`config.mk`:
```
export PLATFORM = sky130hd
export DESIGN_NAME = in_intf_add_arb
export DESIGN_NICKNAME = d
export VERILOG_FILES = /design/src/rtl/in_intf_add_pkg.sv /design/src/rtl/in_intf_add_fifo.sv /design/src/rtl/in_intf_add_arb.sv
export SDC_FILE = /design/constraint.sdc
export NUM_CORES = 1
export LEC_CHECK = 0
export ABC_CLOCK_PERIOD_IN_PS = 6300
export CORE_UTILIZATION = 50
export DETAILED_ROUTE_END_ITERATION = 7
export PLACE_DENSITY_LB_ADDON = 0.08
export SYNTH_ARGS = -nofsm -noshare
export SYNTH_HDL_FRONTEND = slang
export SYNTH_SLANG_ARGS = --single-unit
```
`constraint.sdc`:
```
create_clock -name clock -period 6.3 [get_ports clock]
set_input_delay 0.63 -clock clock [delete_from_list [all_inputs] [get_ports clock]]
set_output_delay 0.63 -clock clock [all_outputs]
set_load 0.03 [all_outputs]
```
`src/rtl/in_intf_add_pkg.sv`:
```
// Shared types and helpers for the round-robin operand adder (in_intf_add_arb).
package in_intf_add_pkg;

  localparam int unsigned MAX_CH     = 32;
  localparam int unsigned MAX_CH_W   = 5;
  localparam int unsigned DATA_W_DEF = 4;
  localparam int unsigned NUM_CH_DEF = 2;

  // Channel-index width, never narrower than one bit.
  function automatic int unsigned ch_w(input int unsigned n);
    return (n <= 1) ? 1 : $clog2(n);
  endfunction

  typedef struct packed {
    logic [DATA_W_DEF-1:0]       sum;
    logic                        carry;
    logic [ch_w(NUM_CH_DEF)-1:0] ch;
  } res_t;

  // First set bit of valid at or after ptr, wrapping within num channels; ptr if none.
  function automatic int unsigned rr_pick(input logic [MAX_CH-1:0] valid,
                                          input int unsigned       ptr,
                                          input int unsigned       num);
    int unsigned idx;
    rr_pick = ptr;
    for (int k = MAX_CH - 1; k >= 0; k--) begin
      if (unsigned'(k) < num) begin
        idx = ptr + unsigned'(k);
        if (idx >= num) idx = idx - num;
        if (valid[idx[MAX_CH_W-1:0]]) rr_pick = idx;
      end
    end
  endfunction

endpackage

```
`src/rtl/in_intf_add_fifo.sv`:
```
// First-word-fall-through result FIFO with occupancy output.
module in_intf_add_fifo
  import in_intf_add_pkg::*;
#(
  parameter int unsigned DEPTH = 4,
  parameter type         T     = res_t,
  localparam int unsigned AW   = $clog2(DEPTH)
) (
  input  logic        clk,
  input  logic        rst_n,
  input  logic        push,
  input  T            din,
  input  logic        pop,
  output T            dout,
  output logic        valid,
  output logic [AW:0] level
);

  T             mem [DEPTH];
  logic [AW-1:0] wr_ptr;
  logic [AW-1:0] rd_ptr;
  logic [AW:0]   count;
  logic          push_c;
  logic          pop_c;

  always_comb begin
    push_c = push && (count < (AW+1)'(DEPTH));
    pop_c  = pop && (count != '0);
  end

  // Pointers wrap naturally since DEPTH is a power of two.
  always_ff @(posedge clk or negedge rst_n) begin
    if (!rst_n) begin
      wr_ptr <= '0;
      rd_ptr <= '0;
      count  <= '0;
      for (int i = 0; i < int'(DEPTH); i++) mem[i] <= '0;
    end else begin
      if (push_c) begin
        mem[wr_ptr] <= din;
        wr_ptr      <= wr_ptr + 1'b1;
      end
      if (pop_c) rd_ptr <= rd_ptr + 1'b1;
      case ({push_c, pop_c})
        2'b10:   count <= count + 1'b1;
        2'b01:   count <= count - 1'b1;
        default: count <= count;
      endcase
    end
  end

  assign dout  = mem[rd_ptr];
  assign valid = (count != '0);
  assign level = count;

endmodule

```
`src/rtl/in_intf_add_arb.sv`:
```
// Round-robin arbitration of NUM_CH operand channels into one registered adder and a result FIFO.
// Define IN_INTF_ADD_SAT_EN to clamp the sum to all-ones on carry-out.
module in_intf_add_arb
  import in_intf_add_pkg::*;
#(
  parameter int unsigned  DATA_W     = 4,
  parameter int unsigned  NUM_CH     = 2,
  parameter int unsigned  FIFO_DEPTH = 4,
  localparam int unsigned CH_W       = ch_w(NUM_CH),
  localparam int unsigned LVL_W      = $clog2(FIFO_DEPTH) + 1
) (
  input  logic                     clock,
  input  logic                     reset,
  input  logic [NUM_CH-1:0]        in_valid,
  output logic [NUM_CH-1:0]        in_ready,
  input  logic [NUM_CH*DATA_W-1:0] in_a,
  input  logic [NUM_CH*DATA_W-1:0] in_b,
  output logic                     out_valid,
  input  logic                     out_ready,
  output logic [DATA_W-1:0]        out_sum,
  output logic                     out_carry,
  output logic [CH_W-1:0]          out_ch,
  output logic [LVL_W-1:0]         fifo_level
);

  typedef struct packed {
    logic [DATA_W-1:0] sum;
    logic              carry;
    logic [CH_W-1:0]   ch;
  } res_w_t;

  logic [CH_W-1:0]   rr_ptr;
  logic              pipe_v;
  res_w_t            pipe_q;
  res_w_t            head_c;
  res_w_t            res_c;
  logic              space_c;
  logic              xfer_c;
  logic [CH_W-1:0]   grant_c;
  logic [DATA_W-1:0] op_a_c;
  logic [DATA_W-1:0] op_b_c;
  logic [DATA_W:0]   raw_c;

  // Credit counts the pipe entry as already occupying a FIFO slot; pops give no same-cycle credit.
  always_comb begin
    space_c  = (32'(fifo_level) + 32'(pipe_v)) < FIFO_DEPTH;
    grant_c  = CH_W'(rr_pick(MAX_CH'(in_valid), 32'(rr_ptr), NUM_CH));
    xfer_c   = reset && space_c && (|in_valid);
    in_ready = '0;
    op_a_c   = '0;
    op_b_c   = '0;
    for (int c = 0; c < int'(NUM_CH); c++) begin
      if (grant_c == CH_W'(c)) begin
        in_ready[c] = xfer_c;
        op_a_c      = in_a[c*DATA_W +: DATA_W];
        op_b_c      = in_b[c*DATA_W +: DATA_W];
      end
    end
    raw_c       = (DATA_W+1)'(op_a_c) + (DATA_W+1)'(op_b_c);
    res_c.ch    = grant_c;
    res_c.carry = raw_c[DATA_W];
`ifdef IN_INTF_ADD_SAT_EN
    res_c.sum   = raw_c[DATA_W] ? '1 : raw_c[DATA_W-1:0];
`else
    res_c.sum   = raw_c[DATA_W-1:0];
`endif
  end

  // Adder pipe stage and round-robin pointer.
  always_ff @(posedge clock or negedge reset) begin
    if (!reset) begin
      rr_ptr <= '0;
      pipe_v <= 1'b0;
      pipe_q <= '0;
    end else begin
      pipe_v <= xfer_c;
      if (xfer_c) begin
        pipe_q <= res_c;
        rr_ptr <= (32'(grant_c) == NUM_CH - 1) ? '0 : grant_c + CH_W'(1);
      end
    end
  end

  in_intf_add_fifo #(
    .DEPTH (FIFO_DEPTH),
    .T     (res_w_t)
  ) u_fifo (
    .clk   (clock),
    .rst_n (reset),
    .push  (pipe_v),
    .din   (pipe_q),
    .pop   (out_ready),
    .dout  (head_c),
    .valid (out_valid),
    .level (fifo_level)
  );

  assign out_sum   = head_c.sum;
  assign out_carry = head_c.carry;
  assign out_ch    = head_c.ch;

endmodule
```
### After elaboration in Yosys (flattened, before gate mapping)

Cells that the tools add are included.

* register bits: 39
* output and inout bits: 12
* logic and storage cells: 71

* add/sub/neg operators: 10
* magnitude comparators: 9
* eq/ne operators: 2
* multiplexer cells: 20
* bitwise operators: 2
* reduce and logical (&&, ||, !) cells: 8

Operators with widths (number)
* $bwmux W24: 1
* $mux W6: 3
* $bmux W6 S2: 1
* $demux W6 S2: 1
* $lt A5 B6 Y1 const B: 2
* $bmux W1 S5: 2
* $mux W5: 2
* $mux W4: 2
* $mux W1: 7
* $ge A3 B3 Y1 const B: 2
* $not A2 Y3: 2
* $pmux W3 S2: 1
* $add A4 B4 Y5: 1
* $logic_and A1 B1 Y1: 5
* $add A2 B1 Y2 const B: 2
* $add A3 B1 Y4: 1
* $lt A4 B3 Y1 const B: 1
* $add A3 B1 Y3 const B: 1
* $lt A3 B1 Y1 const B: 1
* $lt A3 B3 Y1 const B: 1
* $reduce_bool A3 Y1: 1
* $sub A1 B2 Y3 const B: 1
* $sub A2 B2 Y3 const B: 1
* $sub A3 B1 Y3 const B: 1
* other kinds (8): 8

### Longest topological paths before layout

Gate-level depths: netlist of run 1.

* depth after elaboration: 9
* mapped depth: 9
* depth with buffers taken out: 8

### Hierarchy

Synthesis of run 1 repeated with hierarchy kept, for this count alone.

* cells, all modules: 142
* area total of the unflattened synthesis: 2208.4 um^2

Modules (own cells, without submodules)
* in_intf_add_fifo: instances 1, cells each 94, area an instance 1590.3 um^2, seq. area each 775.7 um^2
* in_intf_add_arb: instances 1, cells each 48, area an instance 618.1 um^2, seq. area each 200.2 um^2

### Worst setup path after synthesis of run 1

OpenSTA, ideal clock, no wires.

* path kind: input to register
* start point: input port in_valid[0]
* end point: register pipe_q[4] (netlist name)
* arrival: 2.287 ns
* required time: 6.175 ns
* path slack: 3.887 ns
* stages on the path: 7
* buffers on the path: 1
* cells stage by stage: inv_1 maj3_2 buf_2 mux2_2 fa_1 xor2_1 mux2_4

* longest elaborated chain between the ends: 6

RTL lines
* from (decl): line in_intf_add_arb.sv:14 `input logic [NUM_CH-1:0] in_valid,`
* $bmux W1 S5: line in_intf_add_pkg.sv:30 `if (valid[idx[MAX_CH_W-1:0]]) rr_pick = idx;`
* $mux W1 (implied by the code): line in_intf_add_pkg.sv:30
* $mux W1 (2 in a row): line in_intf_add_pkg.sv:30
* $mux W4: line in_intf_add_arb.sv:53 `if (grant_c == CH_W'(c)) begin`
* $add A4 B4 Y5: line in_intf_add_arb.sv:59 `raw_c = (DATA_W+1)'(op_a_c) + (DATA_W+1)'(op_b_c);`
* to (signal assigned): line in_intf_add_arb.sv:78 `pipe_q <= res_c;`
* to (decl): line in_intf_add_arb.sv:34 `res_w_t pipe_q;`

Parallel ways exist; a longest one is shown, timed or not. The select of a mux whose other input is x is not followed.
A chain may end at the register's enable or synchronous reset.

### Worst setup path after layout of run 1

* start point: input port reset
* end point: output port in_ready[1]

* longest elaborated chain between the ends: 3

RTL lines
* from (decl): line in_intf_add_arb.sv:13 `input logic reset,`
* $logic_and A1 B1 Y1 (2 in a row): line in_intf_add_arb.sv:48 `xfer_c = reset && space_c && (|in_valid);`
* named net xfer_c: line in_intf_add_arb.sv:38 `logic xfer_c;`
* $mux W1: line in_intf_add_arb.sv:53
* to (decl): line in_intf_add_arb.sv:15 `output logic [NUM_CH-1:0] in_ready,`

The timed path passes the listed nets, and every way through them passes these cells.

==> results.json, run 1 <==
{
  "tns_ns": 0,
  "ys_types": 31,
  "yosys_warnings": 0,
  "crit_type": "input pin to output port",
  "clock_latency_ns": 0.28,
  "utilization_pct": 65.3,
  "synth_top_flop_cell": "dfrtp_1",
  "drt-initial-drc-count": 49,
  "layout-drive-gt1-share_pct": 36.0,
  "rr_endpoint": "pipe_q[1]",
  "grt_pass1_wl_um": 6130,
  "syn-instance-count": 143,
  "cts.sinks": 39,
  "skew_ns": 0.00629,
  "via_per_inst": 5.37,
  "min_path_type": "input pin to asynchronous set/reset pin",
  "rr_worst_depth": 7,
  "syn_to_final_growth_pct": 21.8,
  "clockBufferDepth": 2,
  "num_vias": 1214,
  "wire_per_inst_um": 15.1,
  "grt_max_degree": 41,
  "die-area_sq_um": 4300,
  "h-tree-depth": 2,
  "dr.pass1.iters": 2,
  "multi_input_area_sq_um": 990,
  "crit_arrival_ns": 2.77,
  "ys_ff_latch": 39,
  "regToRegStartpoint": "rr_ptr",
  "clk_pin_slew_ns": 0.07,
  "seq_area_sq_um": 976,
  "max_freq_mhz": 294,
  "syn_area_per_cell_sq_um": 14.1,
  "drv_slew": 0,
  "cts_tree": "built",
  "dp_hpwl_um": 2570,
  "io_pins": 33,
  "finalSetupViolCount": 0,
  "grt_pass1_vias": 1344,
  "port_buffers": 32,
  "grt-ovfl-total": 0,
  "layout_min_cycle_time_ns": 3.40,
  "postCtsSetupBuffers": 0,
  "grt_use_total_pct": 19.3,
  "clock-root-buffer": "clkbuf_8",
  "cap_violations": 0,
  "post-route-period-util_pct": 54.0,
  "finalHoldViolCount": 0,
  "drc_errors": 0,
  "netlist_top_cells_area": "dfrtp_1, mux2_2, mux4_2",
  "rsz0062_at_grt": "false",
  "placement.cell_area_sq_um": 2380,
  "placementRows": 22,
  "outcome": "completed",
  "cts_resized": 0,
  "antenna_cells": 0,
  "vdd_ir_drop_max_uv": 302,
  "crit_fanout": 40,
  "core_sq_um": 3770,
  "final_antenna_net_count": 0,
  "routabilityCongestion": 0.717,
  "p_leak_uw": 0.00111,
  "antenna_found_initial": 0,
  "layout_common_cells": "dfrtp_1, mux2_2, clkdlybuf4s50_1",
  "fin_area_sq_um": 2460,
  "cts_buffers": 5,
  "cts_hold_buf": 0,
  "syn_nets": 175,
  "cp-start-kind": "input pin",
  "start_util_pct": 53.6,
  "syn_area_sq_um": 2020,
  "synth.top_cell.area_share_pct": 48.3,
  "power_density_nw_per_um2": 476,
  "dieHeight_um": 65.6,
  "die_w_um": 65.6,
  "worstMarginPinSlew_ns": 0.878,
  "required_ns": 5.67,
  "final_nets": 210,
  "wl_um": 3410,
  "critPathCaptureType": "output port",
  "fill_cells": 281,
  "synth_edf_count": 0,
  "synth_top_cell_by_area": "dfrtp_1",
  "async_flop_share_pct": 100,
  "reg2reg_slack_ns": 3.99,
  "synth_seq_area_share_pct": 48.3,
  "layout_commonest_cell": "dfrtp_1",
  "maxSlewHeadroom_pct": 41.4
}
[flip-flops by register name, indices dropped and copies added (netlist names)]
| name | flops |
|---|---|
| rr_ptr | 1 |
| pipe_q | 6 |
| u_fifo.mem | 24 |
| u_fifo.rd_ptr | 2 |
| u_fifo.level | 3 |
| pipe_v | 1 |
| u_fifo.wr_ptr | 2 |
[area by class of cell]
| cell class | count | area share (%) |
|---|---|---|
| well taps | 48 | 2.44 |
| flip-flops and latches | 39 | 39.6 |
| multi-input cells | 92 | 40.2 |
| repair buffers | 32 | 12.8 |
| clock inverters | 1 | 0.203 |
| inverters | 8 | 1.42 |
| clock buffers | 6 | 3.35 |
[critical path: stages]
cell and delay (ns):
buf_2 0.66, nand2b_4 0.10, or3_4 0.46, inv_6 0.10, and2_2 0.14, clkdlybuf4s50_1 0.66
[cells in the mapped netlist, drive strengths merged, types with 2 or more instances]
master	instances
nand2	7
nor2	4
xnor2	3
mux4	6
mux2	36
buf	4
xor2	4
or3	2
o31ai	4
dfrtp	39
inv	8
ha	9
fa	2
o21ai	4
[cells by family (layout without fill, tap and decap cells)]
| kind of cell | Yosys count | after routing | share of synthesized area (%) |
|---|---|---|---|
| mux | 42 | 42 | 27.5 |
| flops | 39 | 39 | 48.3 |
| simple gates | 18 | 18 | 5.88 |
| compound gates | 13 | 13 | 4.46 |
| fa+ha+maj | 12 | 12 | 8.11 |
| buf+inv | 12 | 47 | 2.78 |
| xor+xnor | 7 | 7 | 3.03 |
[how the worst max path moves through the flow]
stage / start / slack [ns] / end / cells after the start
after floorplan: in_valid[0] / 3.89 / pipe_q[4] / 7
after global placement: reset / 2.91 / in_ready[1] / 6
after detailed placement: reset / 2.83 / in_ready[1] / 6
after CTS: reset / 2.83 / in_ready[1] / 6
after global routing: reset / 2.69 / in_ready[1] / 6
final: reset / 2.90 / in_ready[1] / 6
[where the power goes]
part	internal [uW]	total, uW	switching, uW
logic	301	539	238
clock network	85.8	164	78.5
registers	364	470	106
total	750	1170	423
[metal layers]
metal  track usage [%]  wire [um]  share of wire (%)  up-vias
met1              24.6       1570                 46      604
met4              7.34         46                1.3        0
met2              32.1       1670                 49       30
li1                  -          -                  -      576
met5                 0          0                  0        -
met3              4.34        127                3.7        4
[metrics by stage]
stage / hold slack, ns / total power [uW] / setup WS (ns) / cells
after global placement: 0.482 / 994 / 2.91 / 219
after CTS: 0.490 / 1190 / 2.83 / 226
after floorplan: 0.334 / 847 / 3.89 / 143
after detailed placement: 0.490 / 1020 / 2.83 / 219
final: 0.462 / 1170 / 2.90 / 226
after global routing: 0.528 / 1260 / 2.69 / 226
No activity file was read; power rests on OpenSTA's default activity.
==> run 2, diff against run 1 <==
Settings changed: ABC_CLOCK_PERIOD_IN_PS 6300 to 3000, CORE_UTILIZATION 50 to 48.
Clock period 6.3 ns to 3 ns, I/O delays scaled along.
==> results.json, run 2 (same netlist as run 1, synthesis figures left out) <==
{
  "syn_to_final_growth_pct": 22.3,
  "die-area_sq_um": 4480,
  "globalRouteMet3Util_pct": 6.34,
  "antenna_cells": 0,
  "rr_endpoint": "pipe_q[4]",
  "regToRegStartpoint": "rr_ptr",
  "layout-drive-gt1-share_pct": 36.3,
  "crit_arrival_ns": 2.26,
  "grt-ovfl-total": 0,
  "largest-register": "u_fifo.mem",
  "crit_fanout": 6,
  "start_util_pct": 50.2,
  "max_freq_mhz": 391,
  "busiest_layer": "met2",
  "worstMarginPinSlew_ns": 0.490,
  "post-route-period-util_pct": 85.4,
  "placementRows": 23,
  "layout_common_cells": "dfrtp_1, mux2_2, clkdlybuf4s50_1",
  "maxSlewHeadroom_pct": 67.3,
  "min_path_type": "input pin to asynchronous set/reset pin",
  "clock_latency_ns": 0.29,
  "cp-start-kind": "flop",
  "layout_min_cycle_time_ns": 2.56,
  "dr.pass1.iters": 3,
  "crit_type": "flop to output port",
  "outcome": "completed",
  "rr_worst_depth": 6,
  "cts_buffers": 5,
  "dp_hpwl_um": 2630,
  "grt_pass1_wl_um": 6020,
  "cts_tree": "built",
  "wire_per_inst_um": 15.3,
  "total_power_uw": 2480,
  "postCtsSetupBuffers": 0,
  "io_pins": 33,
  "drv_slew": 0,
  "drt-initial-drc-count": 50,
  "grt_use_total_pct": 19.1,
  "met2_usage_pct": 31.6,
  "finalHoldViolCount": 0,
  "core_sq_um": 4030,
  "finalSetupViolCount": 0,
  "routabilityCongestion": 0.742,
  "wl_um": 3520,
  "layout_commonest_cell": "dfrtp_1",
  "via_per_inst": 5.29,
  "port_buffers": 32,
  "fill_cells": 316,
  "grt_use_met1_pct": 23.0,
  "cap_violations": 0,
  "cts_resized": 0,
  "tns_ns": 0,
  "grt_pass1_vias": 1236,
  "critPathCaptureType": "output port",
  "vdd_ir_drop_max_uv": 580,
  "final_nets": 211,
  "grt_max_degree": 40,
  "reg2reg_slack_ns": 0.71,
  "clockBufferDepth": 2,
  "largest_reg_flops": 24,
  "required_ns": 2.70,
  "clk_pin_slew_ns": 0.07,
  "drc_errors": 0,
  "antenna_found_initial": 0,
  "dieHeight_um": 66.9,
  "die_w_um": 66.9,
  "cts_hold_buf": 0,
  "final_antenna_net_count": 0,
  "num_vias": 1211,
  "h-tree-depth": 2,
  "cts.sinks": 39,
  "clock-root-buffer": "clkbuf_8",
  "skew_ns": 0.00577,
  "rsz0062_at_grt": "false",
  "power_density_nw_per_um2": 1000,
  "p_leak_uw": 0.00111
}
-- run 2: through the flow --
step	cell area, sq um	setup WS, ns	util, %	instances	hold slack [ns]
finish	2470	0.439	61.4	229	0.123
floorplan	2020	0.879	-	143	0.00441
global placement	2390	0.318	59.2	222	0.454
CTS	2470	0.423	61.4	229	0.144
detailed placement	2390	0.280	59.2	222	0.459
global route	2470	0.350	61.4	229	0.160
-- run 2: layout make-up --
type	instances	area, sq um	area share [%]
flip-flops and latches	39	976	39.5
clock inverters	1	5.00	0.202
repair buffers	33	323	13.1
multi-input cells	92	990	40.0
well taps	50	62.6	2.53
clock buffers	6	82.6	3.34
inverters	8	35.0	1.42
-- run 2: report_power, final --
group	total (uW)	switching, uW	internal (uW)
sequential	985	222	763
combinational	1140	504	632
clock	355	174	180
total	2480	900	1580
-- run 2: worst max-delay path by stage --
stage                     depth (start not counted)          end            start  slack (ns)
after CTS                                         5  in_ready[1]  u_fifo.level[2]        0.42
after global routing                              5  in_ready[1]  u_fifo.level[2]        0.35
after global placement                            9    pipe_q[1]      in_valid[0]        0.32
after detailed placement                          9    pipe_q[1]      in_valid[0]        0.28
final                                             5  in_ready[1]  u_fifo.level[2]        0.44
after floorplan                                   6    pipe_q[4]           rr_ptr        0.88
-- run 2: per-layer routing --
| metal | part of all wire (%) | up-vias |
|---|---|---|
| li1 | - | 578 |
| met1 | 47 | 599 |
| met2 | 48 | 29 |
| met3 | 4.1 | 5 |
| met4 | 1.6 | 0 |
| met5 | 0 | - |
-- run 2: critical path: stages, from the launching register on --
cell	delay (ns)
dfrtp_1	0.44
nand2b_4	0.18
or3_4	0.43
inv_6	0.10
and2_2	0.15
clkdlybuf4s50_1	0.66
